**config.mk**
```make
export PLATFORM = sky130hd
export DESIGN_NAME = serial_adder_flat
export DESIGN_NICKNAME = d
export VERILOG_FILES = /design/src/rtl/serial_adder_if.sv /design/src/rtl/serial_adder.sv /design/src/flat_wrapper.sv
export SDC_FILE = /design/constraint.sdc
export NUM_CORES = 1
export LEC_CHECK = 0
export CORE_ASPECT_RATIO = 1.25
export CORE_MARGIN = 1
export CORE_UTILIZATION = 46
export CTS_BUF_LIST = sky130_fd_sc_hd__clkbuf_16
export DETAILED_ROUTE_END_ITERATION = 7
export GPL_ROUTABILITY_DRIVEN = 0
export PLACE_DENSITY = 0.83
export SLEW_MARGIN = 20
export SYNTH_ARGS = -nofsm -noshare
export SYNTH_HDL_FRONTEND = slang
export SYNTH_SLANG_ARGS = --single-unit
```
**constraint.sdc**
```tcl
create_clock -name clk -period 1.6 [get_ports clk]
set_input_delay 0.16 -clock clk [delete_from_list [all_inputs] [get_ports clk]]
set_output_delay 0.16 -clock clk [all_outputs]
set_load 0.01 [all_outputs]
```
**src/rtl/serial_adder_if.sv**
```systemverilog
// Operand/result bundle for serial_adder. The ovf signal exists only when
// SERIAL_ADDER_OVF_EN is defined.
interface serial_adder_if #(parameter int WIDTH = 8);
  logic             start;
  logic [WIDTH-1:0] a;
  logic [WIDTH-1:0] b;
  logic             cin;
  logic             busy;
  logic             done;
  logic [WIDTH-1:0] sum;
  logic             carry;
`ifdef SERIAL_ADDER_OVF_EN
  logic             ovf;
`endif

  modport master (
    output start, a, b, cin,
    input  busy, done, sum, carry
`ifdef SERIAL_ADDER_OVF_EN
    , input ovf
`endif
  );

  modport slave (
    input  start, a, b, cin,
    output busy, done, sum, carry
`ifdef SERIAL_ADDER_OVF_EN
    , output ovf
`endif
  );
endinterface

```
**src/rtl/serial_adder.sv**
```systemverilog
// Bit-serial adder: one full-adder cell plus carry flop, LSB first, WIDTH clocks.
// Define SERIAL_ADDER_OVF_EN to add a registered signed-overflow output.
module serial_adder #(
  parameter int WIDTH = 8
) (
  input  logic          clk,
  input  logic          rst_n,
  serial_adder_if.slave bus
);
  localparam int CW = (WIDTH > 1) ? $clog2(WIDTH) : 1;

  typedef enum logic [1:0] {IDLE, RUN, DONE} state_t;

  state_t           state, state_nx;
  logic [WIDTH-1:0] a_sh, b_sh, res_sh, sum_r;
  logic             c_r, carry_r;
  logic [CW-1:0]    cnt;
  logic             s_bit, c_nx, last;
`ifdef SERIAL_ADDER_OVF_EN
  logic             ovf_r;
`endif

  // The single full-adder cell
  assign s_bit = a_sh[0] ^ b_sh[0] ^ c_r;
  assign c_nx  = (a_sh[0] & b_sh[0]) | (a_sh[0] & c_r) | (b_sh[0] & c_r);
  assign last  = (cnt == CW'(WIDTH - 1));

  always_ff @(posedge clk or negedge rst_n) begin
    if (!rst_n) state <= IDLE;
    else        state <= state_nx;
  end

  always_comb begin
    state_nx = state;
    case (state)
      IDLE:    if (bus.start) state_nx = RUN;
      RUN:     if (last)      state_nx = DONE;
      DONE:                   state_nx = IDLE;
      default:                state_nx = IDLE;
    endcase
  end

  always_ff @(posedge clk or negedge rst_n) begin
    if (!rst_n) begin
      a_sh    <= '0;
      b_sh    <= '0;
      res_sh  <= '0;
      c_r     <= 1'b0;
      cnt     <= '0;
      sum_r   <= '0;
      carry_r <= 1'b0;
`ifdef SERIAL_ADDER_OVF_EN
      ovf_r   <= 1'b0;
`endif
    end else begin
      case (state)
        IDLE: if (bus.start) begin
          a_sh   <= bus.a;
          b_sh   <= bus.b;
          c_r    <= bus.cin;
          cnt    <= '0;
          res_sh <= '0;
        end
        RUN: begin
          a_sh   <= a_sh >> 1;
          b_sh   <= b_sh >> 1;
          c_r    <= c_nx;
          res_sh <= {s_bit, res_sh[WIDTH-1:1]};
          cnt    <= cnt + 1'b1;
          // Final step: publish result including the bit computed this edge
          if (last) begin
            sum_r   <= {s_bit, res_sh[WIDTH-1:1]};
            carry_r <= c_nx;
`ifdef SERIAL_ADDER_OVF_EN
            ovf_r   <= c_r ^ c_nx;
`endif
          end
        end
        default: ;
      endcase
    end
  end

  assign bus.busy  = (state == RUN);
  assign bus.done  = (state == DONE);
  assign bus.sum   = sum_r;
  assign bus.carry = carry_r;
`ifdef SERIAL_ADDER_OVF_EN
  assign bus.ovf   = ovf_r;
`endif
endmodule
```
**src/flat_wrapper.sv**
```systemverilog
// flat-port wrapper written by rule: the top's interface ports become plain ports
module serial_adder_flat 
#(
  parameter int WIDTH = 8
)
  (clk, rst_n, bus_start, bus_a, bus_b, bus_cin, bus_busy, bus_done, bus_sum, bus_carry);
  serial_adder_if #(.WIDTH(WIDTH)) bus_i ();
  input  logic clk;
  input  logic rst_n;
  input wire logic [$bits(bus_i.start)-1:0] bus_start;
  input wire logic [$bits(bus_i.a)-1:0] bus_a;
  input wire logic [$bits(bus_i.b)-1:0] bus_b;
  input wire logic [$bits(bus_i.cin)-1:0] bus_cin;
  output wire logic [$bits(bus_i.busy)-1:0] bus_busy;
  output wire logic [$bits(bus_i.done)-1:0] bus_done;
  output wire logic [$bits(bus_i.sum)-1:0] bus_sum;
  output wire logic [$bits(bus_i.carry)-1:0] bus_carry;
  assign bus_i.start = bus_start;
  assign bus_i.a = bus_a;
  assign bus_i.b = bus_b;
  assign bus_i.cin = bus_cin;
  assign bus_busy = bus_i.busy;
  assign bus_done = bus_i.done;
  assign bus_sum = bus_i.sum;
  assign bus_carry = bus_i.carry;
  serial_adder #(.WIDTH(WIDTH)) u_core (.clk(clk), .rst_n(rst_n), .bus(bus_i));
endmodule
```
==> flow_results.org, run 1 <==
** Floorplanning
- The core region is 3510 um^2.
- Row generation in the floorplan step produced 24 rows.
- The die covers 3980 um^2.
- Die span in x :: 56.6 um
- In this run the count of I/O pins placed on the die edge is 31.
- The floorplan step set the die height to 70.3 um.
- For this configuration, the core starts out at a cell density of 0.488.

** Global route
- In the global route stage, overall resource usage came out at 0.192.
- Antenna violations before repair :: 0
- Entering global routing, the biggest net connects 39 pins.
- Global-route wire length before repair :: 5800 um
- met2 is the most crowded layer.
- In the global route stage, met2 resource usage came out at 0.310.
- Vias in the first global route :: 1184
- Overflow left after global routing :: 0
- In the global route stage, met3 resource usage came out at 0.0519.
- Met1 routing resource usage after global routing :: 0.244

** Clocking
- CTS placed an instance of clkbuf_16 at the clock tree root.
- After clock tree synthesis, the clock-pin slew on the worst setup and hold paths is 0.06 ns.
- Number of buffers created by CTS :: 5
- Worst skew pair latency :: 0.28 ns
- The H-tree was split into 2 levels.
- Number of setup buffers added after CTS :: 0
- Deepest clock path buffer count :: 2
- CTS tree :: done
- Clock tree synthesis found a total of 38 sinks.

** Worst setup path
- The largest individual stage delay along the critical path comes from the cell dfrtp_1.
- Worst setup EP type :: register
- Setup slack on the worst reg-to-reg path comes out at 0.09 ns.
- Gate family responsible for the most delay along the worst path :: flip-flops
- In this run the number of cells on the critical path is 5.
- The critical path is of the reg -> reg type.
- For the worst setup path, the data required time is 1.76 ns.
- The largest single stage delay on the critical path is 0.39 ns.
- Worst reg2reg path endpoint :: u_core.bus.sum[4]
- Crit Path Max Fanout :: 10
- Most repeated library cell on the critical path :: ha_1
- End point of the critical path :: u_core.bus.sum[4]
- Element type at the critical path start :: register
- Walking the worst path, the cells encountered are ha_1 > ha_1 > nand3b_1 > buf_6 > mux2_2.
- Number of cells traversed by the worst register-to-register path :: 5
- Worst EP arrival :: 1.67 ns
- In this run the critical register-to-register path is launched from u_core.cnt[0].
- In this run the worst setup path begins at u_core.cnt[0].
- Combined buffer and inverter count along the critical path :: 1

** Yosys
- Synthesis inferred 38 register bits.
- In the synthesized netlist, the number of instances is 126.
- Cell taking the most area after synthesis :: dfrtp_1
- After synthesis, the share of flip-flops with an asynchronous set or reset is 1.00.
- In the synthesized netlist, the cells that appear most often are 38 x dfrtp_1, 9 x a22o_1, 9 x mux2_2, 9 x o221a_2, 9 x or4b_1.
- Synth area leaders :: dfrtp_1 55%, mux2_2 5.9%, o221a_2 5.9%, or4b_1 5.3%, a22o_1 4.6%
- Yosys instantiated no cell more often than dfrtp_1.
- Post-Syn Area :: 1720 um^2
- Nets in the synthesized netlist :: 149
- Share of the synthesized area in the top cell type :: 0.554
- Fraction of the yosys area taken by sequential cells :: 0.554
- Yosys mapped a number of flops with a built-in enable equal to 0.
- In this run the mean area of a mapped cell was 13.6 um^2.
- Distinct cells, synth :: 27
- For this run, the leading register cell type out of synthesis is dfrtp_1.
- Syn. warnings :: 0

** Timing
- Derived from the worst setup path, the maximum achievable clock frequency is 664 MHz.
- In this run the tightest slew margin relative to its limit is 0.576.
- After layout, the worst setup slack is 0.0949 ns.
- Minimum period implied by the final worst setup slack :: 1.51 ns
- For the pin with the worst max-slew slack, the measured transition is 0.636 ns.
- Number of hold-slack violations in the final timing report :: 0
- RSZ-0062 raised after global routing :: no
- Dividing the final minimum period by the clock period gives 0.941.
- Worst hold slack across all endpoints :: 0.453 ns
- Final Setup Violations :: 0
- Number of slew-limit violations in the final report :: 0
- Across the routed clock network, the largest skew measured is 0.00199 ns.
- Sum Neg Setup Slack :: 0 ns

** Hold path
- In this run the worst hold path is classified as in -> async.

** Place
- Summing all placed instances gives a cell area of 2050 um^2.
- In this run the tool buffered the top-level ports with 30 buffer cells.
- Post-Place Worst Slack :: -0.0213 ns
- The number of placed instances, taps included, is 191.
- After legalization and detailed placement, the total HPWL measured 2340 um.

** Detailed routing
- Once detail routing completed, the nets flagged for antenna violations numbered 0.
- After detailed routing, the number of vias per cell comes to 5.96.
- In this run, the number of DRC markers left after iteration 0 of detailed routing was 32.
- Wirelength, routed :: 3460 um
- For this block, the via count after detailed routing is 1191.
- Mean routed wirelength per cell :: 17.3 um
- Number of iterations in the first detailed-routing pass :: 4
- Count of unresolved DRC violations after routing :: 0

** Power
- The analysis attributes to cell leakage a power of 0.985 nW.
- Power per unit of standard cell area :: 1960 nW/um^2
- Summing internal, switching and leakage power gives 4.37 mW.
- The worst-case IR drop observed on VDD is 1390 uV.

** Cells and area
- Proportion of layout cells with a drive suffix above 1 :: 0.242
- Measured on the finished design, the core utilization comes to 0.635.
- Fillcell total :: 267
- Post-Layout Inst Area :: 2230 um^2
- The count of cells in the finished layout, fillers not included, comes to 200.
- Synth-to-layout area growth :: 30.0%
- Final net count :: 183
- Inserted Diodes :: 0

** Run status
- Status :: completed

** Job
- Across the run, the number of max-cap violations was 0.
-- cells in the final DEF (no fill, tap or decap) --
master,synthesis,routed
dfrtp_1,38,38
clkdlybuf4s50_1,0,27
mux2_2,9,9
a22o_1,9,9
or4b_1,9,9
o221a_2,9,9
inv_1,8,8
nor4b_1,6,6
buf_4,1,6
clkbuf_16,0,5
nor3b_1,4,4
a211oi_1,3,3
a221oi_1,3,3
or2b_1,2,2
and4bb_2,2,2
ha_1,2,2
clkinv_2,0,2
dlygate4sd2_1,0,2
nor2b_1,1,1
nand3b_1,1,1
o21bai_2,1,1
o21ba_2,1,1
a211o_1,1,1
a21o_1,1,1
mux2i_1,1,1
nand2b_1,1,1
a21oi_1,1,1
fa_1,1,1
bufinv_16,0,1
dlygate4sd3_1,0,1
buf_2,8,1
buf_6,2,1
buf_8,0,1
-- metal layers --
| layer | vias to the layer above | routed length [um] | share of wire |
|---|---|---|---|
| met1 | 601 | 1470 | 0.43 |
| li1 | 549 | - | - |
| met2 | 35 | 1780 | 0.52 |
| met5 | - | 0 | 0 |
| met4 | 0 | 61 | 0.018 |
| met3 | 6 | 140 | 0.040 |
-- power by group --
group	leakage, nW	switching (mW)	internal [mW]
clock network	0.0836	0.375	0.729
registers	0.459	0.275	1.40
logic	0.442	0.685	0.904
-- worst min-delay path by stage --
stage | startpoint | to | slack (ns) | cells past startpoint
floorplan | rst_n | u_core.a_sh[0] | -0.14 | 0
global placement | rst_n | u_core.bus.sum[0] | 0.23 | 2
detailed placement | rst_n | u_core.bus.sum[0] | 0.24 | 2
CTS | rst_n | u_core.bus.sum[3] | 0.47 | 3
global route | rst_n | u_core.bus.sum[0] | 0.51 | 3
finish | rst_n | u_core.b_sh[5] | 0.45 | 3
-- area by class of cell --
cell class,instances,area [um^2],area share
timing repair buffer,39,374,0.168
tap,39,48.8,0.0219
sequential,38,951,0.426
clock buffer,5,125,0.0561
multi-input combinational,68,661,0.296
inverter,8,30.0,0.0135
clock inverter,3,40.0,0.0180
-- cells by family (layout without fill, tap and decap cells) --
family / Yosys count / after routing / share of synthesized area
muxes: 10 / 10 / 0.0649
DFF: 38 / 38 / 0.554
and+or+nand+nor: 26 / 26 / 0.136
adders and majority gates: 3 / 3 / 0.0263
AOI/OAI and AO/OA: 29 / 29 / 0.158
buffers and inverters: 20 / 55 / 0.0605
-- state kept, by name, indices dropped and copies added, names as in the netlist --
register          flops
u_core.a_sh           8
u_core.b_sh           8
u_core.bus.sum        8
u_core.res_sh         7
u_core.cnt            3
u_core.state          2
u_core.bus.carry      1
u_core.c_r            1
-- worst reg2reg max path, cell delays in order, from the launching register on --
cell      delay (ns)
dfrtp_1         0.39
ha_1            0.20
ha_1            0.19
nand3b_1        0.11
buf_6           0.16
mux2_2          0.35
-- repair_timing --
action / CTS / global route
resized for setup: 4 / 1
endpoints found under the hold margin: 38 / 0
pin swaps: 0 / 0
hold buffers: 1 / 0
setup endpoints to repair: 2 / 2
No activity file was read; power rests on OpenSTA's default activity.
==> run 2, diff against run 1 <==
Settings changed: CORE_ASPECT_RATIO 1.25 to 1.75, CORE_UTILIZATION 46 to 55, DONT_BUFFER_PORTS from default to 1, HOLD_SLACK_MARGIN from default to 0.03, PLACE_DENSITY 0.83 to 0.82.
==> flow_results.org, run 2 (synthesis gave the netlist of run 1 again) <==
** Clocking
- TritonCTS built the clock tree.
- The clock transition at the register clock pins on the worst setup and hold paths after CTS was 0.05 ns (about the same).
- Total clock sinks :: 38 (unchanged)
- The number of buffers on the longest clock path was 2 (unchanged).
- Number of H-tree levels :: 2 (unchanged)
- Buffer type at the clock tree root :: clkbuf_16
- Worst skew pair latency :: 0.28 ns (about the same)
- Number of buffers created by CTS :: 5 (unchanged)

** Floorplanning
- The vertical die dimension was 75.9 um (+8.0%).
- The die area is 3360 um^2 (-16%).
- Initial Utilization :: 0.586 (+0.0976)
- The boundary pin count is 31 (unchanged).
- The horizontal die dimension was 44.2 um (-22%).
- The number of cell rows is 26 (+8.3%).
- Core area :: 2930 um^2 (-17%)

** Run status
- The run finished, with violations left.
- Violated checks :: design-rule violations

** Detailed routing
- Number of iterations in the first detailed-routing pass :: 6 (+2)
- Routed via count divided by cell count :: 6.71 (+13%)
- The wire length per cell is 19.5 um (+13%).
- Wirelength, routed :: 3180 um (-8.2%)
- The number of nets with antenna violations after routing is 0 (unchanged).
- The post-route DRC violation count was 2 (+2).
- Detailed-route via count :: 1093 (-8.2%)
- Number of violations reported at the end of detailed-routing iteration 0 :: 13 (-59%)

** Global route
- Antenna violations before repair :: 0 (unchanged)
- The leftover overflow at the end of global routing is 0 (unchanged).
- The pin count of the biggest net entering global routing came to 39 (unchanged).
- The via count of the first global-routing pass is 1168 (-1.4%).
- Global router's overall resource usage :: 0.216 (+0.0239)
- The global-route wire length before repair came to 5240 um (-9.6%).

** Timing
- Share of the clock period used by the worst path :: 0.958 (+0.0173)
- The total of endpoints with negative setup slack in the final report was 0 (unchanged).
- Relative max-transition margin :: 0.561 (-0.0148)
- Worst hold slack across all endpoints :: 0.0436 ns (-0.409 ns)
- The slew of the pin with the lowest slew margin is 0.658 ns (+0.0221 ns).
- The post-route minimum period is 1.53 ns (+0.0277 ns).
- The smallest setup slack after layout is 0.0672 ns (-0.0277 ns).
- RSZ-0062 raised after global routing :: no
- Number of slew-limit violations in the final report :: 0 (unchanged)
- Number of hold-slack violations in the final timing report :: 0 (unchanged)
- The final setup skew came to 0.00253 ns (+0.000540 ns).
- Timing-limited maximum frequency :: 652 MHz (-1.8%)
- The total negative slack for setup checks came to 0 ns (unchanged).

** Cells and area
- The area growth from synthesis to layout is 14.7%.
- The library cell used most frequently in the layout, excluding fill and tap cells, is dfrtp_1.
- Leaving out fill and tap cells, the most frequent cells in the layout are 37 x dfrtp_1, 10 x buf_4.
- Proportion of layout cells with a drive suffix above 1 :: 0.319 (+0.0763)
- Fillcell total :: 216 (-19%)
- Inserted Diodes :: 0 (unchanged)
- Final net count :: 157 (-14%)

** Power
- The leakage power is 0.890 nW (-9.7%).
- The areal power density over the cells is 2110 nW/um^2 (+7.6%).
- Worst voltage drop across the vdd grid :: 1240 uV (-11%)

** Place
- The number of buffers inserted by port buffering is 0 (-100%).
- Post-Place Worst Slack :: 0.0603 ns (+0.0816 ns)
- The total half-perimeter wirelength after legalization and detailed placement came to 2170 um (-7.2%).

** Worst setup path
- The peak fanout along the critical path was 10 (unchanged).
- The worst setup path is captured at a register.
- The worst setup path is launched from a register.
- Worst EP arrival :: 1.69 ns (+0.02 ns)
- Start of the worst register-to-register path :: u_core.cnt[0]
- Required time of the worst setup path :: 1.76 ns (about the same)
- Kind of critical path :: reg -> reg
- Worst setup startpoint :: u_core.cnt[0]

** Hold path
- Class of the most critical hold timing path :: in -> reg
- In this run the most critical hold path is launched from bus_start.

** Job
- The number of violations of the max-capacitance limit was 0 (unchanged).
## run 2: final timing paths
check	to	slack, ns	depth (start not counted)
max in group asynchronous	u_core.state[0]	1.06	2
min reg2reg	u_core.b_sh[7]	0.49	1
max reg2reg	u_core.bus.sum[1]	0.07	5
min in group asynchronous	u_core.a_sh[1]	0.34	2
max	u_core.bus.sum[1]	0.07	5
min	u_core.state[0]	0.04	2
## run 2: critical path: stages (launching register included)
cell and delay, ns:
dfrtp_1 0.40, ha_1 0.21, ha_1 0.19, nand3b_1 0.14, buf_12 0.15, mux2_2 0.34
## run 2: what timing repair did
item | in CTS | in global routing
hold buffers | 2 | 0
endpoints found under the hold margin | 38 | 0
setup endpoints to repair | 1 | 1
resized for setup | 1 | 0
buffers inserted | 0 | 4
## run 2: power by group
part,internal [mW],leakage [nW],switching (mW)
logic,0.749,0.348,0.577
registers,1.41,0.459,0.341
clock network,0.728,0.0836,0.349
## run 2: stage by stage
stage          power, mW  cells   util  area [um^2]
6_report            4.15    163  0.672         1970
5_1_grt             4.39    163  0.672         1970
4_1_cts             4.12    159  0.662         1940
3_5_place_dp        2.99    149  0.595         1740
3_3_place_gp        2.89    149  0.595         1740
2_1_floorplan       2.70    126      -         1720
## run 2: final cells by class
type	instances	area, um^2	area share
Inverter	8	30.0	0.0153
Clock inverter	3	40.0	0.0203
Clock buffer	5	125	0.0636
Multi-Input combinational cell	68	661	0.336
Timing Repair Buffer	13	125	0.0636
Sequential cell	38	952	0.484
Tap cell	28	35.0	0.0178
## run 2: layer usage
layer / vias up / routed length [um] / track usage
met3: 7 / 111 / 0.0616
li1: 499 / - / -
met4: 0 / 58 / 0.0909
met1: 564 / 1340 / 0.257
met5: - / 0 / 0
met2: 23 / 1670 / 0.363
